$ cat config.mk
export PLATFORM = sky130hd
export DESIGN_NAME = serial_word_comp_flat
export DESIGN_NICKNAME = d
export VERILOG_FILES = /design/src/rtl/serial_word_comp_if.sv /design/src/rtl/serial_word_comp.sv /design/src/flat_wrapper.sv
export SDC_FILE = /design/constraint.sdc
export NUM_CORES = 1
export LEC_CHECK = 0
export CAP_MARGIN = 20
export CORE_AREA = 2 2 41 43
export DETAILED_ROUTE_END_ITERATION = 6
export DIE_AREA = 0 0 43 45
export PLACE_DENSITY = 0.7
export SLEW_MARGIN = 10
export SYNTH_ARGS = -nofsm -noshare
export SYNTH_HDL_FRONTEND = slang
export SYNTH_SLANG_ARGS = --single-unit
$ cat constraint.sdc
create_clock -name clock -period 2 [get_ports clock]
set_clock_uncertainty 0.05 [all_clocks]
set_input_delay 0.4 -clock clock [delete_from_list [all_inputs] [get_ports clock]]
set_output_delay 0.4 -clock clock [all_outputs]
set_load 0.02 [all_outputs]
$ cat src/rtl/serial_word_comp_if.sv
`default_nettype none
// ============================================================================
// Module   : serial_word_comp_if
// Purpose  : Digit-serial compare bus: start/mode/digit inputs toward the
//            comparator and busy/done/verdict outputs back to control logic.
// Revision : 1.0  initial release
// ============================================================================
interface serial_word_comp_if #(
  parameter int DIGIT_W = 1
);
  logic               start;
  logic               msb_first;
  logic               is_signed;
  logic               in_valid;
  logic [DIGIT_W-1:0] A;
  logic [DIGIT_W-1:0] B;
  logic               busy;
  logic               done;
  logic               AgtB;
  logic               AltB;
  logic               AeqB;

  // Control side: frames words and supplies digits, consumes the verdict
  modport master (
    output start, msb_first, is_signed, in_valid, A, B,
    input  busy, done, AgtB, AltB, AeqB
  );

  // Comparator side
  modport slave (
    input  start, msb_first, is_signed, in_valid, A, B,
    output busy, done, AgtB, AltB, AeqB
  );
endinterface
`default_nettype wire

$ cat src/rtl/serial_word_comp.sv
`default_nettype none
// ============================================================================
// Module   : serial_word_comp
// Purpose  : Digit-serial magnitude comparator. Compares two words delivered
//            DIGIT_W bits per accepted digit over NUM_DIGITS digits, MSB- or
//            LSB-first, signed or unsigned, and registers a gt/lt/eq verdict.
// Revision : 1.0  initial release
// ============================================================================
module serial_word_comp #(
  parameter int DIGIT_W    = 1,
  parameter int NUM_DIGITS = 8
) (
  input  logic                clock,
  input  logic                reset,
  serial_word_comp_if.slave   bus
);

  localparam int                 c_CNT_W = (NUM_DIGITS > 1) ? $clog2(NUM_DIGITS) : 1;
  localparam logic [c_CNT_W-1:0] c_LAST  = c_CNT_W'(NUM_DIGITS - 1);

  localparam logic [0:0] c_IDLE = 1'b0;
  localparam logic [0:0] c_RUN  = 1'b1;

  logic [0:0]         r_state;
  logic [c_CNT_W-1:0] r_cnt;
  logic               r_gt;
  logic               r_lt;
  logic               r_msb;
  logic               r_sgn;
  logic               r_done;
  logic               r_agtb;
  logic               r_altb;
  logic               r_aeqb;

  logic [DIGIT_W-1:0] w_da;
  logic [DIGIT_W-1:0] w_db;
  logic               w_sign_digit;
  logic               w_dgt;
  logic               w_dlt;
  logic               w_gt_nxt;
  logic               w_lt_nxt;

  // Per-digit compare and the running-flag update for the digit on the bus
  always_comb begin
    w_da         = bus.A;
    w_db         = bus.B;
    // The sign digit is the first one sent MSB-first and the last one LSB-first
    w_sign_digit = r_sgn && (r_msb ? (r_cnt == '0) : (r_cnt == c_LAST));
    if (w_sign_digit) begin
      w_dgt = $signed(w_da) > $signed(w_db);
      w_dlt = $signed(w_da) < $signed(w_db);
    end else begin
      w_dgt = w_da > w_db;
      w_dlt = w_da < w_db;
    end
    w_gt_nxt = r_gt;
    w_lt_nxt = r_lt;
    if (r_msb) begin
      // The first differing digit decides; later digits cannot change it
      if (!(r_gt || r_lt)) begin
        w_gt_nxt = w_dgt;
        w_lt_nxt = w_dlt;
      end
    end else begin
      // A differing digit of higher weight overrides anything below it
      if (w_da != w_db) begin
        w_gt_nxt = w_dgt;
        w_lt_nxt = w_dlt;
      end
    end
  end

  // Word sequencing: arm on start, accumulate on valid digits, publish on the last one
  always_ff @(posedge clock) begin
    if (reset) begin
      r_state <= c_IDLE;
      r_cnt   <= '0;
      r_gt    <= 1'b0;
      r_lt    <= 1'b0;
      r_msb   <= 1'b0;
      r_sgn   <= 1'b0;
      r_done  <= 1'b0;
      r_agtb  <= 1'b0;
      r_altb  <= 1'b0;
      r_aeqb  <= 1'b1;
    end else begin
      r_done <= 1'b0;
      // Start wins in both states: arm from IDLE, or abort-and-rearm in RUN
      if (bus.start) begin
        r_state <= c_RUN;
        r_cnt   <= '0;
        r_gt    <= 1'b0;
        r_lt    <= 1'b0;
        r_msb   <= bus.msb_first;
        r_sgn   <= bus.is_signed;
      end else if (r_state == c_RUN && bus.in_valid) begin
        r_gt <= w_gt_nxt;
        r_lt <= w_lt_nxt;
        if (r_cnt == c_LAST) begin
          r_state <= c_IDLE;
          r_cnt   <= '0;
          r_done  <= 1'b1;
          r_agtb  <= w_gt_nxt;
          r_altb  <= w_lt_nxt;
          r_aeqb  <= ~(w_gt_nxt | w_lt_nxt);
        end else begin
          r_cnt <= r_cnt + 1'b1;
        end
      end
    end
  end

  assign bus.busy = (r_state == c_RUN);
  assign bus.done = r_done;
  assign bus.AgtB = r_agtb;
  assign bus.AltB = r_altb;
  assign bus.AeqB = r_aeqb;

endmodule
`default_nettype wire

$ cat src/flat_wrapper.sv
// flat-port wrapper written by rule: the top's interface ports become plain ports
module serial_word_comp_flat 
#(
  parameter int DIGIT_W    = 1,
  parameter int NUM_DIGITS = 8
)
  (clock, reset, bus_start, bus_msb_first, bus_is_signed, bus_in_valid, bus_A, bus_B, bus_busy, bus_done, bus_AgtB, bus_AltB, bus_AeqB);
  serial_word_comp_if #(.DIGIT_W(DIGIT_W)) bus_i ();
  input  logic clock;
  input  logic reset;
  input wire logic [$bits(bus_i.start)-1:0] bus_start;
  input wire logic [$bits(bus_i.msb_first)-1:0] bus_msb_first;
  input wire logic [$bits(bus_i.is_signed)-1:0] bus_is_signed;
  input wire logic [$bits(bus_i.in_valid)-1:0] bus_in_valid;
  input wire logic [$bits(bus_i.A)-1:0] bus_A;
  input wire logic [$bits(bus_i.B)-1:0] bus_B;
  output wire logic [$bits(bus_i.busy)-1:0] bus_busy;
  output wire logic [$bits(bus_i.done)-1:0] bus_done;
  output wire logic [$bits(bus_i.AgtB)-1:0] bus_AgtB;
  output wire logic [$bits(bus_i.AltB)-1:0] bus_AltB;
  output wire logic [$bits(bus_i.AeqB)-1:0] bus_AeqB;
  assign bus_i.start = bus_start;
  assign bus_i.msb_first = bus_msb_first;
  assign bus_i.is_signed = bus_is_signed;
  assign bus_i.in_valid = bus_in_valid;
  assign bus_i.A = bus_A;
  assign bus_i.B = bus_B;
  assign bus_busy = bus_i.busy;
  assign bus_done = bus_i.done;
  assign bus_AgtB = bus_i.AgtB;
  assign bus_AltB = bus_i.AltB;
  assign bus_AeqB = bus_i.AeqB;
  serial_word_comp #(.DIGIT_W(DIGIT_W), .NUM_DIGITS(NUM_DIGITS)) u_core (.clock(clock), .reset(reset), .bus(bus_i));
endmodule
==> run_results.csv <==
group,metric,value,unit
worst_hold_path,min_path_type,"flip-flop to flip-flop",
clock_network,post_cts_buffers,0,
yosys,ys_top_cells_by_area,"dfxtp_1, ha_1, mux2i_1, nor2_1, inv_1",
route,wire_per_inst,14.2,um
worst_setup_path,path_class,"flip-flop to flip-flop",
clock_network,cts_hold_buf,0,
finish,fillCellCount,144,
sta,setup_viol,0,
power_and_ir_drop,peakVddDrop,0.378,mV
power_and_ir_drop,p_sw,126,uW
worst_setup_path,r2r_setup_slack,0.14,ns
placement,post-place-ws,-0.358,ns
power_and_ir_drop,p_clk_share,30.9,%
sta,max_freq,539,MHz
die,io-pin-count,13,
route,drt_iter0_markers,2,
sta,setup_tns,0,ns
global_routing,grt_overflow,0,
power_and_ir_drop,p_int,361,uW
route,ant_nets,0,
route,route.detailed.drc,0,
power_and_ir_drop,combPwrFrac,17.4,%
sta,fin_crit_sh,92.8,%
power_and_ir_drop,sequentialPowerShare,51.7,%
run_status,status,"complete, no violations",
sta,worst_slew_pin_slew,0.325,ns
finish,multi_input_area,400,sq um
die,rows,14,
finish,antenna_cells,0,
worst_setup_path,r2r-start,"u_core.r_cnt[0]",
power_and_ir_drop,p_sw_share,25.8,%
worst_setup_path,critPathMaxFanout,5,
placement,place_area,843,sq um
global_routing,track_usage,18.2,%
die,dieWidth,43,um
clock_network,clock_sinks,12,
global_routing,antenna_found_initial,0,
yosys,syn-cell-area,658,sq um
finish,layout_commonest_cell,"dfxtp_1",
route,drtPass1Iterations,3,
clock_network,clkLatencyLatePin,0.28,ns
die,dieArea,1940,sq um
die,coreArea,1470,sq um
worst_setup_path,cp_data_arrival_time,2.03,ns
placement,gp_congestion,0.803,
worst_setup_path,reg2reg_to,"u_core.bus.AeqB",
die,fp.dieH,45,um
sta,min_period,1.86,ns
clock_network,path_clk_slew,0.07,ns
worst_setup_path,r2r_cells,6,
global_routing,grt_pass1_vias,582,
sta,max_slew_margin,78.4,%
yosys,synth-edff-count,0,
yosys,postSynthCellCount,69,
global_routing,grt_pass1_wl,2.57,mm
sta,hold_viol,0,
finish,drive_gt1_share,20.2,%
worst_setup_path,cp-end-kind,"flip-flop",
job,cap_viol_max_count,0,
clock_network,clockBufferDepth,2,
sta,layout_setup_ws,0.144,ns
yosys,yosys.area.top_type,"dfxtp_1",
finish,regArea,240,sq um
finish,final_cell_mix,"dfxtp_1, clkdlybuf4s50_1, nor2_1",
yosys,syn_area_per_cell,9.54,sq um
worst_hold_path,hold_path_end,"u_core.r_cnt[2]",
yosys,synthesis.nets,84,
worst_hold_path,min_from,"u_core.r_cnt[2]",
yosys,ys.flop_type,"dfxtp_1",
yosys,ys.warnings.count,0,
placement,portBuffers,12,
finish,stdcell_area,883,sq um
finish,nNetsFinal,106,
clock_network,cts_htree_levels,1,
power_and_ir_drop,power_density,551,nW/um^2
finish,synthToLayoutAreaGrowth,34.2,%
yosys,synth_cell_types,26,
placement,dp_hpwl,1.09,mm
clock_network,numCtsBuffers,3,
yosys,async_flop_share,0,%
yosys,synth_top_area_share,36.5,%
worst_hold_path,hold_depth,2,
clock_network,cts_tree,"done",
clock_network,cts_root_buf,"clkbuf_4",
global_routing,grt_max_degree,8,
power_and_ir_drop,power.leakage,0.000372,uW
die,start_util,44.7,%
route,wl,1.50,mm
worst_setup_path,required,2.18,ns
sta,rsz0062_at_grt,"no",
worst_setup_path,worstSetupStartpointType,"flip-flop",
route,vias,581,
yosys,seq_area_frac_synth,36.5,%
sta,final_max_slew_viol_count,0,
yosys,synth-seq-cells,12,
route,vias_per_cell,5.53,
[per-layer routing]
metal | routed length [um] | up-vias | track usage (%)
met2 | 772 | 10 | 32.1
met5 | 0 | - | 0
met3 | 58 | 4 | 4.40
met1 | 642 | 279 | 20.6
met4 | 23 | 0 | 9.09
li1 | - | 288 | -
[Yosys cell counts, types with 2 or more instances]
| library cell | instances |
|---|---|
| nand4b_1 | 2 |
| nand2_1 | 3 |
| inv_1 | 6 |
| mux2i_1 | 3 |
| ha_1 | 7 |
| nor3b_1 | 2 |
| nor2_1 | 8 |
| dfxtp_1 | 12 |
| nand3b_1 | 2 |
| o31ai_1 | 2 |
| a21oi_1 | 4 |
| nor3_1 | 2 |
| clkbuf_1 | 2 |
| nand3_1 | 2 |
[state kept, by name, summed over array words and instances (netlist names)]
name and count:
u_core.bus.AeqB 1, u_core.bus.AgtB 1, u_core.bus.AltB 1, u_core.bus.busy 1
u_core.bus.done 1, u_core.r_cnt 3, u_core.r_gt 1, u_core.r_lt 1
u_core.r_msb 1, u_core.r_sgn 1
[power groups by stage]
| stage | registers (uW) | logic [uW] | clock network (uW) |
|---|---|---|---|
| 2_1_floorplan | 257 | 42.5 | 0 |
| 3_3_place_gp | 257 | 79.3 | 0 |
| 3_5_place_dp | 257 | 81.5 | 0 |
| 4_1_cts | 251 | 84.9 | 151 |
| 5_1_grt | 253 | 91.6 | 162 |
| 6_report | 251 | 84.4 | 150 |
[critical path: stages (launching register included)]
cell and delay (ns):
dfxtp_1 0.38, ha_1 0.17, ha_1 0.26, nand3b_1 0.16
and3_2 0.24, o32ai_2 0.35, a31o_2 0.20
[per-stage QoR]
stage,instances,util [%],total power (uW),hold WS (ns)
global placement,102,57.3,336,0.417
global route,105,60.0,507,0.457
finish,105,60.0,486,0.435
detailed placement,102,57.3,338,0.429
CTS,105,59.7,488,0.439
floorplan,69,-,300,0.398
[cell families after synthesis]
kind of cell    count (synthesis)  share of synthesized area, %
mux                             4                          6.84
fa+ha+maj                       7                          13.3
flops                          12                          36.5
compound gates                 15                          20.2
buf+inv                         8                          4.56
simple gates                   23                          18.6
[layout make-up]
cell class	count	area share (%)
Clock buffer	3	2.55
Inverter	6	2.55
Multi-Input combinational cell	49	45.3
Sequential cell	12	27.2
Tap cell	16	2.27
Timing Repair Buffer	19	20.1
[how the worst max path moves through the flow]
stage / start / end / cells after the start
finish: u_core.r_cnt[0] / u_core.bus.AeqB / 6
global route: u_core.r_cnt[0] / u_core.r_lt / 6
CTS: bus_B / u_core.r_lt / 7
detailed placement: bus_B / u_core.r_lt / 7
global placement: bus_B / u_core.bus.AeqB / 7
floorplan: bus_B / u_core.bus.AeqB / 6
[what timing repair did]
item                                    in CTS  in global routing
pin swaps                                    2                  2
endpoints found under the setup margin       3                  2
gates resized for setup                      1                  3
Power figures use the tool's default switching activity.
